**config.mk**
```make
export PLATFORM = sky130hd
export DESIGN_NAME = seg_scan_display
export DESIGN_NICKNAME = d
export VERILOG_FILES = /design/src/rtl/seg_display_pkg.sv /design/src/rtl/seg_hex_decoder.sv /design/src/rtl/seg_scan_display.sv
export SDC_FILE = /design/constraint.sdc
export NUM_CORES = 1
export LEC_CHECK = 0
export ABC_CLOCK_PERIOD_IN_PS = 2400
export BUFFER_PORTS_ARGS = -buffer_cell sky130_fd_sc_hd__buf_2
export CORE_MARGIN = 3
export CORE_UTILIZATION = 40
export CTS_BUF_LIST = sky130_fd_sc_hd__clkbuf_4
export CTS_CLUSTER_DIAMETER = 50
export DETAILED_ROUTE_END_ITERATION = 12
export PLACE_DENSITY = 0.74
export SLEW_MARGIN = 5
export SYNTH_ARGS = -nofsm -noshare
export SYNTH_HDL_FRONTEND = slang
export SYNTH_SLANG_ARGS = --single-unit
```
**constraint.sdc**
```tcl
create_clock -name clock -period 2.4 [get_ports clock]
set_input_delay 0.24 -clock clock [delete_from_list [all_inputs] [get_ports clock]]
set_output_delay 0.24 -clock clock [all_outputs]
set_load 0.05 [all_outputs]
```
**src/rtl/seg_display_pkg.sv**
```systemverilog
`default_nettype none
// ============================================================================
//  Module      : seg_display_pkg
//  Description : Shared constants for the scanned seven-segment driver:
//                the hex->segment table, segment bit positions and the
//                slot-state encoding.
//  Revision    : 1.0  initial release
// ============================================================================
package seg_display_pkg;

    // Segment bit positions inside the 8-bit {dp,g,f,e,d,c,b,a} word
    localparam int c_SEG_A  = 0;
    localparam int c_SEG_G  = 6;
    localparam int c_SEG_DP = 7;

    // Per-slot state: blanked guard interval, then the digit is driven
    localparam logic [0:0] c_SLOT_GUARD = 1'b0;
    localparam logic [0:0] c_SLOT_DRIVE = 1'b1;

    // Active-high a..g patterns, index = nibble value (entry F listed first)
    localparam logic [15:0][6:0] c_HEX_SEG = {
        7'h71, 7'h79, 7'h5E, 7'h39,   // F E D C
        7'h7C, 7'h77, 7'h6F, 7'h7F,   // B A 9 8
        7'h07, 7'h7D, 7'h6D, 7'h66,   // 7 6 5 4
        7'h4F, 7'h5B, 7'h06, 7'h3F    // 3 2 1 0
    };

endpackage
`default_nettype wire

```
**src/rtl/seg_hex_decoder.sv**
```systemverilog
`default_nettype none
// ============================================================================
//  Module      : seg_hex_decoder
//  Description : Combinational nibble -> active-high a..g segment pattern.
//  Ports       : i_nibble  in   4   hex digit value
//                o_segs    out  7   {g,f,e,d,c,b,a}, 1 = segment lit
//  Revision    : 1.0  initial release
// ============================================================================
module seg_hex_decoder
    import seg_display_pkg::*;
(
    input  logic [3:0]             i_nibble,
    output logic [c_SEG_G:c_SEG_A] o_segs
);

    assign o_segs = c_HEX_SEG[i_nibble];

endmodule
`default_nettype wire

```
**src/rtl/seg_scan_display.sv**
```systemverilog
`default_nettype none
// ============================================================================
//  Module      : seg_scan_display
//  Description : Time-multiplexed N-digit seven-segment driver. Captures a
//                value into a shadow register, scans the digits with an
//                internal refresh prescaler and a blank guard at the start of
//                every slot, and moves the shadow into the displayed copy only
//                when the scan wraps back to digit 0.
//  Option      : define SEG_LEADING_ZERO_BLANK_EN to blank leading zero
//                digits (digit 0 is always shown, decimal points unaffected).
//  Ports       : clock       in   1           rising-edge clock
//                reset       in   1           asynchronous, active-low
//                load        in   1           capture data_in/dp_in
//                data_in     in   DATA_W      value to display
//                dp_in       in   NUM_DIGITS  decimal points, bit k -> digit k
//                blank       in   1           force all outputs inactive
//                seg_out     out  8           {dp,g..a}, polarity ACTIVE_LOW
//                digit_en    out  NUM_DIGITS  one-hot digit select
//                frame_tick  out  1           pulse when scan wraps to digit 0
//                shown_q     out  DATA_W      value currently displayed
//  Revision    : 1.0  initial release
// ============================================================================
module seg_scan_display
    import seg_display_pkg::*;
#(
    parameter int DATA_W      = 32,
    parameter int NUM_DIGITS  = 8,
    parameter int REFRESH_DIV = 50000,
    parameter int GUARD_CYC   = 8,
    parameter int ACTIVE_LOW  = 1
) (
    input  logic                  clock,
    input  logic                  reset,
    input  logic                  load,
    input  logic [DATA_W-1:0]     data_in,
    input  logic [NUM_DIGITS-1:0] dp_in,
    input  logic                  blank,
    output logic [7:0]            seg_out,
    output logic [NUM_DIGITS-1:0] digit_en,
    output logic                  frame_tick,
    output logic [DATA_W-1:0]     shown_q
);

    localparam int c_PRE_W = (REFRESH_DIV > 1) ? $clog2(REFRESH_DIV) : 1;
    localparam int c_IDX_W = (NUM_DIGITS > 1) ? $clog2(NUM_DIGITS) : 1;
    localparam logic [c_PRE_W-1:0]    c_PRE_LAST  = c_PRE_W'(REFRESH_DIV - 1);
    localparam logic [c_IDX_W-1:0]    c_IDX_LAST  = c_IDX_W'(NUM_DIGITS - 1);
    localparam logic                  c_INV       = (ACTIVE_LOW != 0);
    localparam logic [7:0]            c_SEG_OFF   = {8{c_INV}};
    localparam logic [NUM_DIGITS-1:0] c_DIG_OFF   = {NUM_DIGITS{c_INV}};
    // Prescaler restarts at 0, so the first slot opens in guard when enabled
    localparam logic [0:0]            c_STATE_RST = (GUARD_CYC > 0) ? c_SLOT_GUARD
                                                                    : c_SLOT_DRIVE;

    logic [c_PRE_W-1:0]    r_presc;
    logic [c_IDX_W-1:0]    r_idx;
    logic [0:0]            r_state;
    logic                  r_frame_tick;
    logic                  r_pending;
    logic [DATA_W-1:0]     r_shadow_data;
    logic [NUM_DIGITS-1:0] r_shadow_dp;
    logic [DATA_W-1:0]     r_disp_data;
    logic [NUM_DIGITS-1:0] r_disp_dp;
    logic [7:0]            r_seg;
    logic [NUM_DIGITS-1:0] r_digit;

    logic                  w_slot_end;
    logic                  w_wrap;
    logic [c_PRE_W-1:0]    w_next_presc;
    logic                  w_next_guard;
    logic [3:0]            w_nibbles [NUM_DIGITS];
    logic [NUM_DIGITS-1:0] w_show;
    logic [c_SEG_G:c_SEG_A] w_pattern;
    logic [7:0]            w_seg_act;
    logic [NUM_DIGITS-1:0] w_onehot;

    assign w_slot_end   = (r_presc == c_PRE_LAST);
    assign w_wrap       = w_slot_end && (r_idx == c_IDX_LAST);
    assign w_next_presc = w_slot_end ? '0 : r_presc + c_PRE_W'(1);

    // The state register tracks the prescaler value it is about to hold,
    // so state and prescaler always describe the same cycle.
    generate
        if (GUARD_CYC > 0) begin : g_guard
            assign w_next_guard = (w_next_presc < c_PRE_W'(GUARD_CYC));
        end else begin : g_no_guard
            assign w_next_guard = 1'b0;
        end
    endgenerate

    generate
        for (genvar k = 0; k < NUM_DIGITS; k++) begin : g_nib
            assign w_nibbles[k] = r_disp_data[4*k +: 4];
        end
    endgenerate

`ifdef SEG_LEADING_ZERO_BLANK_EN
    // Digit k is lit when it or any more significant digit is non-zero;
    // derived from the displayed copy so it never tracks a pending load.
    generate
        for (genvar k = 0; k < NUM_DIGITS; k++) begin : g_lz
            if (k == 0) begin : g_first
                assign w_show[k] = 1'b1;
            end else begin : g_upper
                assign w_show[k] = (r_disp_data[4*NUM_DIGITS-1 : 4*k] != '0);
            end
        end
    endgenerate
`else
    assign w_show = '1;
`endif

    seg_hex_decoder u_hex_decoder (
        .i_nibble (w_nibbles[r_idx]),
        .o_segs   (w_pattern)
    );

    always_comb begin
        w_seg_act                  = '0;
        w_seg_act[c_SEG_G:c_SEG_A] = w_show[r_idx] ? w_pattern : '0;
        w_seg_act[c_SEG_DP]        = r_disp_dp[r_idx];
    end

    assign w_onehot = NUM_DIGITS'(1) << r_idx;

    always_ff @(posedge clock or negedge reset) begin
        if (!reset) begin
            r_presc       <= '0;
            r_idx         <= '0;
            r_state       <= c_STATE_RST;
            r_frame_tick  <= 1'b0;
            r_pending     <= 1'b0;
            r_shadow_data <= '0;
            r_shadow_dp   <= '0;
            r_disp_data   <= '0;
            r_disp_dp     <= '0;
            r_seg         <= c_SEG_OFF;
            r_digit       <= c_DIG_OFF;
        end else begin
            r_presc      <= w_next_presc;
            r_state      <= w_next_guard ? c_SLOT_GUARD : c_SLOT_DRIVE;
            r_frame_tick <= w_wrap;

            if (w_slot_end) begin
                r_idx <= (r_idx == c_IDX_LAST) ? '0 : r_idx + c_IDX_W'(1);
            end

            if (load) begin
                r_shadow_data <= data_in;
                r_shadow_dp   <= dp_in;
            end

            // A load coinciding with the wrap lands in the shadow only; the
            // display takes the earlier shadow and the new one stays pending.
            if (w_wrap) begin
                if (r_pending) begin
                    r_disp_data <= r_shadow_data;
                    r_disp_dp   <= r_shadow_dp;
                end
                r_pending <= load;
            end else if (load) begin
                r_pending <= 1'b1;
            end

            if ((r_state == c_SLOT_DRIVE) && !blank) begin
                r_seg   <= w_seg_act ^ c_SEG_OFF;
                r_digit <= w_onehot ^ c_DIG_OFF;
            end else begin
                r_seg   <= c_SEG_OFF;
                r_digit <= c_DIG_OFF;
            end
        end
    end

    assign seg_out    = r_seg;
    assign digit_en   = r_digit;
    assign frame_tick = r_frame_tick;
    assign shown_q    = r_disp_data;

endmodule
`default_nettype wire

```
# After elaboration in Yosys (flattened, before gate mapping)

Memory sizes are Yosys's and may differ from the RTL's.
Cells that the tools add are included.
W data, S select, Z words.

Memories kept: 2
Bits in read-only memories: 120
Memory bits (writable): 0
Flip-flop bits (word level): 118
Output and inout port bits: 49
Bits in latches: 0

Shift-type cells: 1
Equal/unequal tests: 2
Bitwise operators: 3
Add/sub/neg operators: 2
Reduce and logical (&&, ||, !) cells: 5
Divide/modulo/power cells: 0
Order comparisons: 4
$mul: 0
Multiplexer cells: 15

Memories:

| name            | depth | bits a word | rd ports | clocked after memory_dff | wr ports | line                    | source |
|---|---|---|---|---|---|---|---|
| (no name shown) | 16    | 7           | 1        | 0                        | 0        | seg_hex_decoder.sv:16   | `assign o_segs = c_HEX_SEG[i_nibble];` |
| (no name shown) | 8     | 1           | 1        | 0                        | 0        | seg_scan_display.sv:120 | `w_seg_act[c_SEG_G:c_SEG_A] = w_show[r_idx] ? w_pattern : '0;` |

Operators by type and width:

| kind                    | count |
|---|---|
| $add A16 B1 Y16 const B | 1 |
| $eq A16 B16 Y1 const B  | 1 |
| $lt A16 B4 Y1 const B   | 1 |
| $mux W16                | 1 |
| $mux W8                 | 2 |
| $not A8 Y8              | 2 |
| $mux W7                 | 2 |
| $bmux W4 S3             | 1 |
| $mux W4                 | 2 |
| $shl A1 B3 Y8 const A   | 1 |
| $lt A4 B5 Y1 const B    | 1 |
| $mux W1                 | 5 |
| $ge A4 B4 Y1 const B    | 1 |
| $lt A3 B4 Y1 const B    | 1 |
| $not A3 Y4              | 1 |
| $add A3 B1 Y3 const B   | 1 |
| $bmux W1 S3             | 1 |
| $eq A3 B3 Y1 const B    | 1 |
| $mux W3                 | 1 |
| $logic_and A1 B1 Y1     | 2 |
| $reduce_and A2 Y1       | 1 |
| $reduce_bool A2 Y1      | 1 |
| $logic_not A1 Y1        | 1 |

# Depth between registers and ports, before layout

Gate-level depths: netlist of the first run.

Word-level depth: 9
Mapped depth: 9
Depth with buffers taken out: 8

# By module

Synthesis of the first run repeated with hierarchy kept, for this count alone.

Cell total of the unflattened synthesis: 396
Area total of the unflattened synthesis: 5456.5 sq um

Modules (own cells, without submodules):

| module           | cells each | area an instance (sq um) | instances |
|---|---|---|---|
| seg_scan_display | 363        | 5166.2                   | 1 |
| seg_hex_decoder  | 33         | 290.3                    | 1 |

# Worst setup path after synthesis of the first run

Ideal clock, no wire load.

Kind: flip-flop to flip-flop
Start: register r_idx[0]
End: register r_seg[3] (netlist: seg_out[3])
Setup time: 0.098 ns
Setup slack: 0.192 ns
Cell stages (with the launch flop): 9
Arrival time: 2.110 ns
Cell sequence: dfrtp_1 -> buf_2 -> mux4_2 -> mux2i_1 -> inv_1 -> ha_1 -> mux2i_1 -> and2_0 -> o21ai_0

Cells in the longest elaborated chain, start to end: 9
Elaborated cells on any way between the ends: 11
Classes of those cells: mux (7); bitwise (2); memory (2)

RTL lines:

| what                                        | line                    | source |
|---|---|---|
| start, declared                             | seg_scan_display.sv:56  | `logic [c_IDX_W-1:0] r_idx;` |
| start signal, assigned                      | seg_scan_display.sv:145 | `r_idx <= (r_idx == c_IDX_LAST) ? '0 : r_idx + c_IDX_W'(1);` |
| $not A3 Y4 (implied by the code)            | seg_scan_display.sv:114 | `.i_nibble (w_nibbles[r_idx]),` |
| $bmux W4 S3                                 | seg_scan_display.sv:114 |  |
| $mux W4 (implied by the code) (2 in series) | seg_scan_display.sv:114 |  |
| $mem_v2 Z16 W7                              | --                      |  |
| $mux W7 (implied by the code)               | seg_hex_decoder.sv:16   |  |
| $mux W7 *                                   | seg_scan_display.sv:120 |  |
| $not A8 Y8 (no source line) *               | --                      |  |
| $mux W8 *                                   | seg_scan_display.sv:165 | `if ((r_state == c_SLOT_DRIVE) && !blank) begin` |
| end signal, assigned                        | seg_scan_display.sv:137 | `r_seg <= c_SEG_OFF;` |
| end signal, assigned                        | seg_scan_display.sv:166 | `r_seg <= w_seg_act ^ c_SEG_OFF;` |
| end signal, assigned                        | seg_scan_display.sv:169 | `r_seg <= c_SEG_OFF;` |
| end, declared                               | seg_scan_display.sv:64  | `logic [7:0] r_seg;` |

Every way passes the cells marked *; elsewhere a longest branch is shown, timed or not. The select of a mux whose other input is x is not followed.
A chain may end at the register's enable or synchronous reset.

# Final worst setup path of the first run

Start: register r_presc[10]
End: register r_state

Cells in the longest elaborated chain, start to end: 4
Elaborated cells on any way between the ends: 5
Classes of those cells: add/sub (1); order compare (1); eq/ne (1); mux (2)

RTL lines:

| what                   | line                    | source |
|---|---|---|
| start, declared        | seg_scan_display.sv:55  | `logic [c_PRE_W-1:0] r_presc;` |
| start signal, assigned | seg_scan_display.sv:140 | `r_presc <= w_next_presc;` |
| $eq A16 B16 Y1         | seg_scan_display.sv:77  | `assign w_slot_end = (r_presc == c_PRE_LAST);` |
| $mux W16               | seg_scan_display.sv:79  | `assign w_next_presc = w_slot_end ? '0 : r_presc + c_PRE_W'(1);` |
| net w_next_presc[9]    | seg_scan_display.sv:69  | `logic [c_PRE_W-1:0] w_next_presc;` |
| $lt A16 B4 Y1          | seg_scan_display.sv:85  | `assign w_next_guard = (w_next_presc < c_PRE_W'(GUARD_CYC));` |
| $mux W1                | seg_scan_display.sv:141 | `r_state <= w_next_guard ? c_SLOT_GUARD : c_SLOT_DRIVE;` |
| end signal, assigned   | seg_scan_display.sv:130 | `r_state <= c_STATE_RST;` |
| end signal, assigned   | seg_scan_display.sv:141 |  |
| end, declared          | seg_scan_display.sv:57  | `logic [0:0] r_state;` |

The timed path passes the listed nets, and every way through them passes these cells.

==> out/metrics.yaml, run 1 <==
die:
  core_sq_um: 12900
  start_util_pct: 41.6
  die_h_microns: 122
  die-area_sq_um: 14800
  pin_count: 93
  die_w_microns: 122
  rows: 41
clock_tree:
  clock_sinks: 118
  insertion_delay_ns: 0.53
  cts_tree: "built"
  clk_pin_slew_ns: 0.11
  postCtsSetupRepairBufs: 0
  cts_max_path_buffers: 2
  cts-htree-levels: 4
  cts_root_buf: "clkbuf_4"
  cts_buffers: 17
routing:
  wl_per_cell_microns: 17.4
  routed_wl_microns: 12300
  dr_total_vias: 3607
  drt-pass1-iter-count: 5
  drtIter0Drc: 150
  ant_nets: 0
  drc: 0
  viasPerCell: 5.07
setup_path:
  worstSetupEndpointType: "flip-flop"
  critPathRequiredTime_ns: 2.81
  critPathKind: "flip-flop to flip-flop"
  critPathMaxFanout: 8
  cp.arrival_ns: 2.67
  r2r_setup_slack_ns: 0.14
  setup.worst_path.start_class: "flip-flop"
power_and_ir_drop:
  max-vdd-ir-drop_v: 0.000362
  netSwitchingFraction_pct: 24.7
  p_per_area_nw_per_um2: 554
  p_comb_share_pct: 7.0
  leakagePower_nw: 3.32
  total_power_mw: 3.75
  p_switching_mw: 0.927
  p_int_mw: 2.82
  sequentialPowerShare_pct: 56.1
  clkPwrFrac_pct: 36.9
timing:
  fin_skew_ns: 0.0159
  fmax_mhz: 442
  rsz0062_at_grt: "false"
  relSlewSlack_pct: 57.3
  hold_viol: 0
  drv_slew: 0
  period_needed_ns: 2.26
  worst_slew_pin_slew_ns: 0.641
  min_period_over_period_pct: 94.3
  tns_ns: 0
  finalSetupViolations: 0
placed_design:
  port_buffers: 92
  dpl.hpwl_microns: 8490
  place_congestion: 0.846
layout:
  fill_cells: 1076
  final_layout_size_suffix_gt1_share_pct: 47.8
  nNetsFinal: 581
  seq_area_sq_um: 2970
  syn2layout_area_growth_pct: 26.4
  multi_input_area_sq_um: 2240
global_routing:
  grt_pass1_wl_microns: 20000
  grtUsageMet1_pct: 23.6
  top_usage_layer: "met2"
  first_global_vias: 3726
  grt_max_degree: 51
  grt_usage_pct: 17.9
  use_met3_pct: 5.11
  overflow: 0
  antenna_found_initial: 1
  use_met2_pct: 27.8
synth:
  synth-main-ff-cell: "dfrtp_1"
  synth_area_sq_um: 5360
  synth_top_area_share_pct: 47.7
  ys_async_sr_fraction_pct: 100
  synth_common_cells: "102 x dfrtp_1, 41 x mux2_2, 40 x mux2_4"
  synth_cell_type_count: 50
  syn_nets: 428
  ys_ff_latch: 118
  syn_avg_cell_area_sq_um: 14.4
  yosysTopAreaCell: "dfrtp_1"
  synth.most_common_cell: "dfrtp_1"
  ys_warn_count: 0
  synth-edff-count: 0
  syn_inst: 372
  synthTopCellsByArea: "dfrtp_1 48%, mux2_4 11%, mux2_2 8.6%"
  ys_seq_area_share_pct: 55.5
outcome:
  outcome: "completed"
run:
  drv_cap: 0
worst_hold_path:
  hold_path_class: "input port to flip-flop"
[critical path: stages, from the launching register on]
cell	delay [ns]
dfrtp_1	0.46
or4bb_1	0.60
nor4_4	0.26
buf_4	0.22
a21oi_1	0.07
a2111oi_2	0.38
nand4b_1	0.14
[layout by cell type, fill, tap and decap left out, drive strengths merged, types with 3 or more instances in the layout]
cell type	n
a21oi	6
and2	4
and3	4
buf	110
clkbuf	18
clkinv	6
clkinvlp	6
dfrtp	102
dfstp	16
dlygate4sd3	41
ha	12
inv	11
mux2	81
mux2i	7
mux4	10
nand2	20
nand3	8
nand4	3
nor2	7
nor2b	3
nor3	7
nor4	5
o21ai	9
o31ai	3
or3	4
or4	4
xnor2	4
xor2	5
[sequential cells by signal (all words and copies together), names as in the netlist]
register       count
r_shadow_data     32
shown_q           32
r_presc           16
digit_en           8
r_disp_dp          8
r_shadow_dp        8
seg_out            8
r_idx              3
frame_tick         1
r_pending          1
r_state            1
[kinds of logic (layout without fill, tap and decap cells)]
family / after synthesis / count (layout) / synth area share, %
DFF: 118 / 118 / 55.5
muxes: 98 / 98 / 25.4
buffers and inverters: 28 / 194 / 2.66
adders and majority gates: 12 / 12 / 2.80
xor gates and xnor gates: 9 / 9 / 1.47
and+or+nand+nor: 78 / 78 / 8.46
other: 0 / 1 / 0
AOI/OAI and AO/OA: 29 / 29 / 3.74
[power by group through the flow]
stage | Clock [mW] | Sequential [mW] | Combinational, mW
detailed placement | 0 | 2.14 | 0.213
global route | 1.52 | 2.11 | 0.288
floorplan | 0 | 2.15 | 0.0915
global placement | 0 | 2.14 | 0.203
CTS | 1.43 | 2.10 | 0.264
finish | 1.38 | 2.10 | 0.262
[per-stage QoR]
stage                     area (sq um)  util (%)  worst slack, ns  instances  hold slack [ns]
after global placement            6080      47.2            0.157        637            0.300
after global routing              6770      52.6          0.00340        711           0.0618
final                             6770      52.6            0.136        711           0.0854
after detailed placement          6080      47.2            0.123        637            0.307
after CTS                         6760      52.5           0.0758        710           0.0343
after floorplan                   5360         -            0.192        372          -0.0556
[per-layer routing]
layer	share of wire [%]	routed length, microns
met4	2.4	297
met5	0	0
met3	5.8	712
met1	45	5540
met2	47	5800
[final cells by class]
cell class	count	share of cell area (%)
multi-input combinational	226	33.1
timing repair buffer	151	15.1
tap	172	3.18
inverter	11	0.610
sequential	118	43.9
antenna	1	0.0370
clock inverter	14	2.01
clock buffer	18	2.00
[final timing paths]
path                                        start            to  cells after the start
max in group asynchronous                   reset  r_disp_dp[1]                      3
worst max register to register        r_presc[10]       r_state                      6
worst max-delay path                  r_presc[10]       r_state                      6
worst min register to register  r_shadow_data[17]   shown_q[17]                      1
worst min-delay path                        blank    seg_out[7]                      3
min in group asynchronous                   reset    shown_q[6]                      2
[what timing repair did]
action | in CTS | in global routing
endpoints found under the hold margin | 86 | 0
gates resized for setup | 0 | 2
hold buffers | 41 | 0
endpoints found under the setup margin | 0 | 3
Power figures use the tool's default switching activity.
==> run 2: changes to the inputs <==
==> constraint.sdc (replaced) <==
create_clock -name clock -period 2.4 [get_ports clock]
set_input_delay 0.36 -clock clock [delete_from_list [all_inputs] [get_ports clock]]
set_output_delay 0.36 -clock clock [all_outputs]
set_load 0.05 [all_outputs]
==> run 2 against run 1 <==
Design area shrank 4.2%. Non-clock buffer count shrank 30. Clock power is essentially flat. Via count shrank 5.3%. Worst setup slack gained 0.027 ns. Sequential power is essentially flat. First-iteration DRC count shrank 17%. Count of clock-buffer cells in the layout shrank 1. Wire length shrank 6.2%. Combinational power shrank 14%. Critical path depth grew 3. Register-to-register slack gained 0.03 ns. Critical path type unchanged.
==> out/metrics.yaml, run 2 (synthesis gave the netlist of run 1 again) <==
outcome:
  outcome: "completed"
power_and_ir_drop:
  p_comb_share_pct: 6.0  # -1.0 points
  p_per_area_nw_per_um2: 577  # +4.2%
  max-vdd-ir-drop_v: 0.000378  # +4.5%
  leakagePower_nw: 3.20  # -3.6%
  total_power_mw: 3.74  # -0.16%
  p_switching_mw: 0.947  # +2.1%
  netSwitchingFraction_pct: 25.3  # +0.57 points
  p_int_mw: 2.80  # -0.91%
  sequentialPowerShare_pct: 56.3  # +0.2 points
  clkPwrFrac_pct: 37.7  # +0.8 points
placed_design:
  place_congestion: 0.903  # +6.8%
  port_buffers: 92  # unchanged
  dpl.hpwl_microns: 8510  # +0.22%
timing:
  fmax_mhz: 447  # +1.2%
  rsz0062_at_grt: "false"
  tns_ns: 0  # unchanged
  drv_slew: 0  # unchanged
  fin_skew_ns: 0.0162  # +0.000348 ns
  min_period_over_period_pct: 93.2  # -1.1 points
  relSlewSlack_pct: 58.5  # +1.2 points
  period_needed_ns: 2.24  # -0.0267 ns
  hold_viol: 0  # unchanged
  finalSetupViolations: 0  # unchanged
  worst_slew_pin_slew_ns: 0.622  # -0.0187 ns
layout:
  fill_cells: 1102  # +2.4%
  nNetsFinal: 551  # -5.2%
  mostFrequentLayoutCell: "dfrtp_1"
  final_cell_mix: "102 x dfrtp_1, 91 x buf_2, 41 x mux2_2, 40 x mux2_4, 20 x nand2_1"
  syn2layout_area_growth_pct: 21.1
  final_layout_size_suffix_gt1_share_pct: 50.4  # +2.6 points
global_routing:
  grt_pass1_wl_microns: 19000  # -4.7%
  antenna_found_initial: 0  # -1
  grt_usage_pct: 16.9  # -0.93 points
  use_met3_pct: 5.15  # +0.046 points
  overflow: 0  # unchanged
  first_global_vias: 3628  # -2.6%
  grt_max_degree: 44  # -14%
  top_usage_layer: "met2"
  use_met2_pct: 26.3  # -1.5 points
  grtUsageMet1_pct: 22.4  # -1.2 points
die:
  rows: 41  # unchanged
  die_w_microns: 122  # unchanged
  start_util_pct: 41.6  # unchanged
  die-area_sq_um: 14800  # unchanged
  pin_count: 93  # unchanged
  die_h_microns: 122  # unchanged
  core_sq_um: 12900  # unchanged
setup_path:
  critPathKind: "flip-flop to flip-flop"
  critPathRequiredTime_ns: 2.82  # about the same
  rr_worst_depth: 9  # +3
  critPathMaxFanout: 6  # -2
  worstSetupEndpointType: "flip-flop"
  r2r_setup_slack_ns: 0.16  # +0.03 ns
  r2r-start: "r_idx[0]"
  startpoint: "r_idx[0]"
  cp.arrival_ns: 2.66  # about the same
  reg2reg_to: "seg_out[3]"
  setup.worst_path.start_class: "flip-flop"
worst_hold_path:
  holdPathStages: 2  # -1
  holdPathEnd: "r_shadow_data[6]"
  hold_start: "data_in[6]"
  hold_path_class: "input port to flip-flop"
routing:
  viasPerCell: 5.01  # -1.2%
  routed_wl_microns: 11600  # -6.2%
  wl_per_cell_microns: 17.0  # -2.1%
  drt-pass1-iter-count: 4  # -1
  ant_nets: 0  # unchanged
  dr_total_vias: 3415  # -5.3%
  drtIter0Drc: 124  # -17%
  drc: 0  # unchanged
clock_tree:
  cts_buffers: 17  # unchanged
  cts_root_buf: "clkbuf_4"
  cts_tree: "built"
  insertion_delay_ns: 0.53  # about the same
  cts.repair.resized: 0  # unchanged
  cts_max_path_buffers: 2  # unchanged
  clk_pin_slew_ns: 0.11  # about the same
  clock_sinks: 118  # unchanged
  cts-htree-levels: 4  # unchanged
run:
  drv_cap: 0  # unchanged
run 2: cell types whose count changed in the layout (fill, tap and decap cells not counted), sizes merged:
cell         before  now
inv              11   13
buf             110  111
clkbuf           18   17
clkinv            6    5
dlygate4sd3      41   10
run 2: final cells by class:
cell class / instances / area, sq um / area share, %
inverter: 11 / 41.3 / 0.637
clock buffer: 17 / 128 / 1.97
sequential: 118 / 2970 / 45.8
tap: 172 / 215 / 3.32
multi-input combinational: 226 / 2240 / 34.5
antenna: 1 / 2.50 / 0.0386
timing repair buffer: 121 / 731 / 11.3
clock inverter: 15 / 156 / 2.41
run 2: how the worst max path moves through the flow:
stage            endpoint  depth (start not counted)  slack (ns)
2_1_floorplan  seg_out[3]                          8        0.19
3_5_place_dp   seg_out[3]                          9        0.18
3_3_place_gp   seg_out[3]                          9        0.17
4_1_cts        seg_out[3]                          9        0.15
6_report       seg_out[3]                          9        0.16
5_1_grt        seg_out[3]                          9        0.02
run 2: power by group through the flow:
stage                     Clock (mW)  Sequential (mW)  Combinational [mW]
final                           1.41             2.11               0.226
after global routing            1.55             2.12               0.249
after CTS                       1.46             2.11               0.220
after detailed placement           0             2.14               0.217
after global placement             0             2.14               0.208
after floorplan                    0             2.15              0.0915
run 2: critical path, cell delays in order, from the launching register on:
cell and delay (ns):
dfrtp_1 0.38, buf_4 0.20, mux4_2 0.54, mux2i_1 0.19, buf_4 0.18, inv_1 0.06, ha_1 0.24, mux2i_1 0.12
and2_0 0.13, o21ai_0 0.08
run 2: metal layers:
metal,vias to the layer above,wire length [microns]
li1,1605,-
met1,1697,5280
met2,97,5450
met3,16,665
met4,0,183
met5,-,0
run 2: metrics by stage:
| step | cell area (sq um) | utilization, % | setup WS (ns) | hold slack [ns] | std cells |
|---|---|---|---|---|---|
| 3_3_place_gp | 6100 | 47.4 | 0.171 | 0.373 | 638 |
| 2_1_floorplan | 5360 | - | 0.192 | 0.0644 | 372 |
| 3_5_place_dp | 6100 | 47.4 | 0.178 | 0.380 | 638 |
| 5_1_grt | 6480 | 50.4 | 0.0190 | 0.000410 | 680 |
| 6_report | 6490 | 50.4 | 0.162 | 0.0567 | 681 |
| 4_1_cts | 6390 | 49.7 | 0.151 | 0.0120 | 671 |
run 2: timing repair:
| item | in CTS | in global routing |
|---|---|---|
| hold endpoints to repair | 22 | 9 |
| hold buffers | 1 | 9 |
| buffers inserted | 0 | 0 |
==> run 3: changes to the inputs <==
Settings changed: CORE_MARGIN 3 to 2, PLACE_DENSITY 0.74 to not set.
==> run 3 against run 2 <==
Flip-flop and latch count stayed put. Total power fell by 3.2%. Non-clock buffer count decreased by 8. Core utilization shrank 1.6 points. Hold slack improved by 0.014 ns. Via count is 1.9% lower. Count of clock-buffer cells in the layout up 1. Fmax about the same. Clock skew down 0.0043 ns.
==> out/metrics.yaml, run 3 (synthesis gave the netlist of run 1 again) <==
global_routing:
  grt_pass1_wl_microns: 18300  # -3.7%
  overflow: 0  # unchanged
  grt_usage_pct: 17.0  # +0.026 points
  grt_max_degree: 119  # +170%
  antenna_found_initial: 1  # +1
  first_global_vias: 3464  # -4.5%
power_and_ir_drop:
  leakagePower_nw: 3.17  # -0.91%
  max-vdd-ir-drop_v: 0.000301  # -20%
  p_per_area_nw_per_um2: 566  # -1.9%
  total_power_mw: 3.63  # -3.2%
layout:
  syn2layout_area_growth_pct: 19.6
  fill_cells: 1227  # +11%
  final_cell_mix: "100 x dfrtp_1, 91 x buf_2, 41 x mux2_2, 40 x mux2_4, 20 x nand2_1"
  seq_area_sq_um: 2980  # about the same
  nNetsFinal: 543  # -1.5%
  mostFrequentLayoutCell: "dfrtp_1"
  final_layout_size_suffix_gt1_share_pct: 50.6  # +0.21 points
  multi_input_area_sq_um: 2240  # unchanged
clock_tree:
  cts-htree-levels: 4  # unchanged
  cts_max_path_buffers: 2  # unchanged
  insertion_delay_ns: 0.52  # about the same
  clock_sinks: 118  # unchanged
  cts_tree: "built"
  clk_pin_slew_ns: 0.10  # about the same
  cts_buffers: 17  # unchanged
  cts_root_buf: "clkbuf_4"
placed_design:
  port_buffers: 92  # unchanged
  dpl.hpwl_microns: 7780  # -8.5%
  place_congestion: 0.852  # -5.7%
die:
  core_sq_um: 13100  # +2.0%
  pin_count: 93  # unchanged
  die_h_microns: 120  # -1.6%
  rows: 42  # +2.4%
  die-area_sq_um: 14300  # -3.3%
  die_w_microns: 120  # -1.6%
  start_util_pct: 40.8  # -0.83 points
outcome:
  outcome: "completed"
timing:
  drv_slew: 0  # unchanged
  min_period_over_period_pct: 93.2  # about the same
  period_needed_ns: 2.24  # -0.000461 ns
  fmax_mhz: 447  # about the same
  finalSetupViolations: 0  # unchanged
  relSlewSlack_pct: 53.0  # -5.5 points
  rsz0062_at_grt: "false"
  fin_skew_ns: 0.0120  # -0.00428 ns
  hold_viol: 0  # unchanged
  worst_slew_pin_slew_ns: 0.704  # +0.0817 ns
  tns_ns: 0  # unchanged
setup_path:
  critPathRequiredTime_ns: 2.81  # about the same
  worstSetupEndpointType: "flip-flop"
  r2r-start: "r_idx[2]"
  critPathKind: "flip-flop to flip-flop"
  cp.arrival_ns: 2.64  # -0.02 ns
  reg2reg_to: "seg_out[0]"
  critPathMaxFanout: 13  # +7
  setup.worst_path.start_class: "flip-flop"
  r2r_setup_slack_ns: 0.16  # about the same
  rr_worst_depth: 5  # -4
routing:
  ant_nets: 0  # unchanged
  drc: 0  # unchanged
  wl_per_cell_microns: 16.7  # -1.9%
  routed_wl_microns: 11300  # -2.4%
  viasPerCell: 4.95  # -1.4%
  drtIter0Drc: 127  # +2.4%
  dr_total_vias: 3349  # -1.9%
  drt-pass1-iter-count: 4  # unchanged
worst_hold_path:
  hold_start: "data_in[7]"
  hold_path_class: "input port to flip-flop"
  holdPathEnd: "r_shadow_data[7]"
  holdPathStages: 2  # unchanged
run:
  drv_cap: 0  # unchanged
==> run 3: final cells by class <==
type	instances	area share, %
inverters	11	0.645
clock inverters	12	1.78
flip-flops and latches	118	46.5
multi-input cells	226	35.0
diodes	3	0.117
well taps	176	3.44
repair buffers	113	10.5
clock buffers	18	2.11
==> run 3: how the worst max path moves through the flow <==
| stage | from | end | slack, ns | cells after the start |
|---|---|---|---|---|
| 2_1_floorplan | r_idx[0] | seg_out[3] | 0.19 | 8 |
| 3_3_place_gp | r_idx[0] | seg_out[0] | 0.14 | 8 |
| 3_5_place_dp | r_idx[0] | seg_out[0] | 0.08 | 8 |
| 4_1_cts | r_idx[0] | seg_out[0] | 0.05 | 8 |
| 5_1_grt | r_idx[0] | seg_out[3] | 0.04 | 9 |
| 6_report | r_idx[2] | seg_out[0] | 0.16 | 5 |
==> run 3: where the power goes <==
part / internal, mW / switching (mW) / total (mW)
Sequential: 2.07 / 0.0367 / 2.10
Clock: 0.599 / 0.710 / 1.31
Combinational: 0.105 / 0.110 / 0.214
==> run 3: stage by stage <==
step / area (sq um) / instances / setup slack, ns / hold WS, ns / utilization, %
floorplan: 5360 / 372 / 0.192 / 0.0644 / -
CTS: 6380 / 673 / 0.0453 / 0.00109 / 48.6
finish: 6400 / 677 / 0.163 / 0.0711 / 48.8
detailed placement: 6100 / 640 / 0.0814 / 0.485 / 46.4
global placement: 6100 / 640 / 0.140 / 0.473 / 46.4
global route: 6400 / 676 / 0.0377 / 0.00574 / 48.7
==> run 3: routing by layer <==
layer	vias to the layer above	track usage (%)	part of all wire [%]
li1	1577	-	-
met1	1678	23.1	47
met2	85	25.3	46
met3	9	5.89	5.4
met4	0	6.10	1.1
met5	-	0	0
==> run 3: repair_timing <==
item / 4_1_cts / 5_1_grt
hold buffers: 3 / 1
hold endpoints to repair: 104 / 1
setup endpoints to repair: 0 / 6
resized for setup: 0 / 3
setup buffers: 0 / 0
==> run 3: worst max-delay path: stages (launching register included) <==
cell     delay [ns]
dfrtp_1        0.71
mux4_2         0.39
mux2_2         0.38
and2_1         0.20
nor2b_1        0.13
o31ai_1        0.32
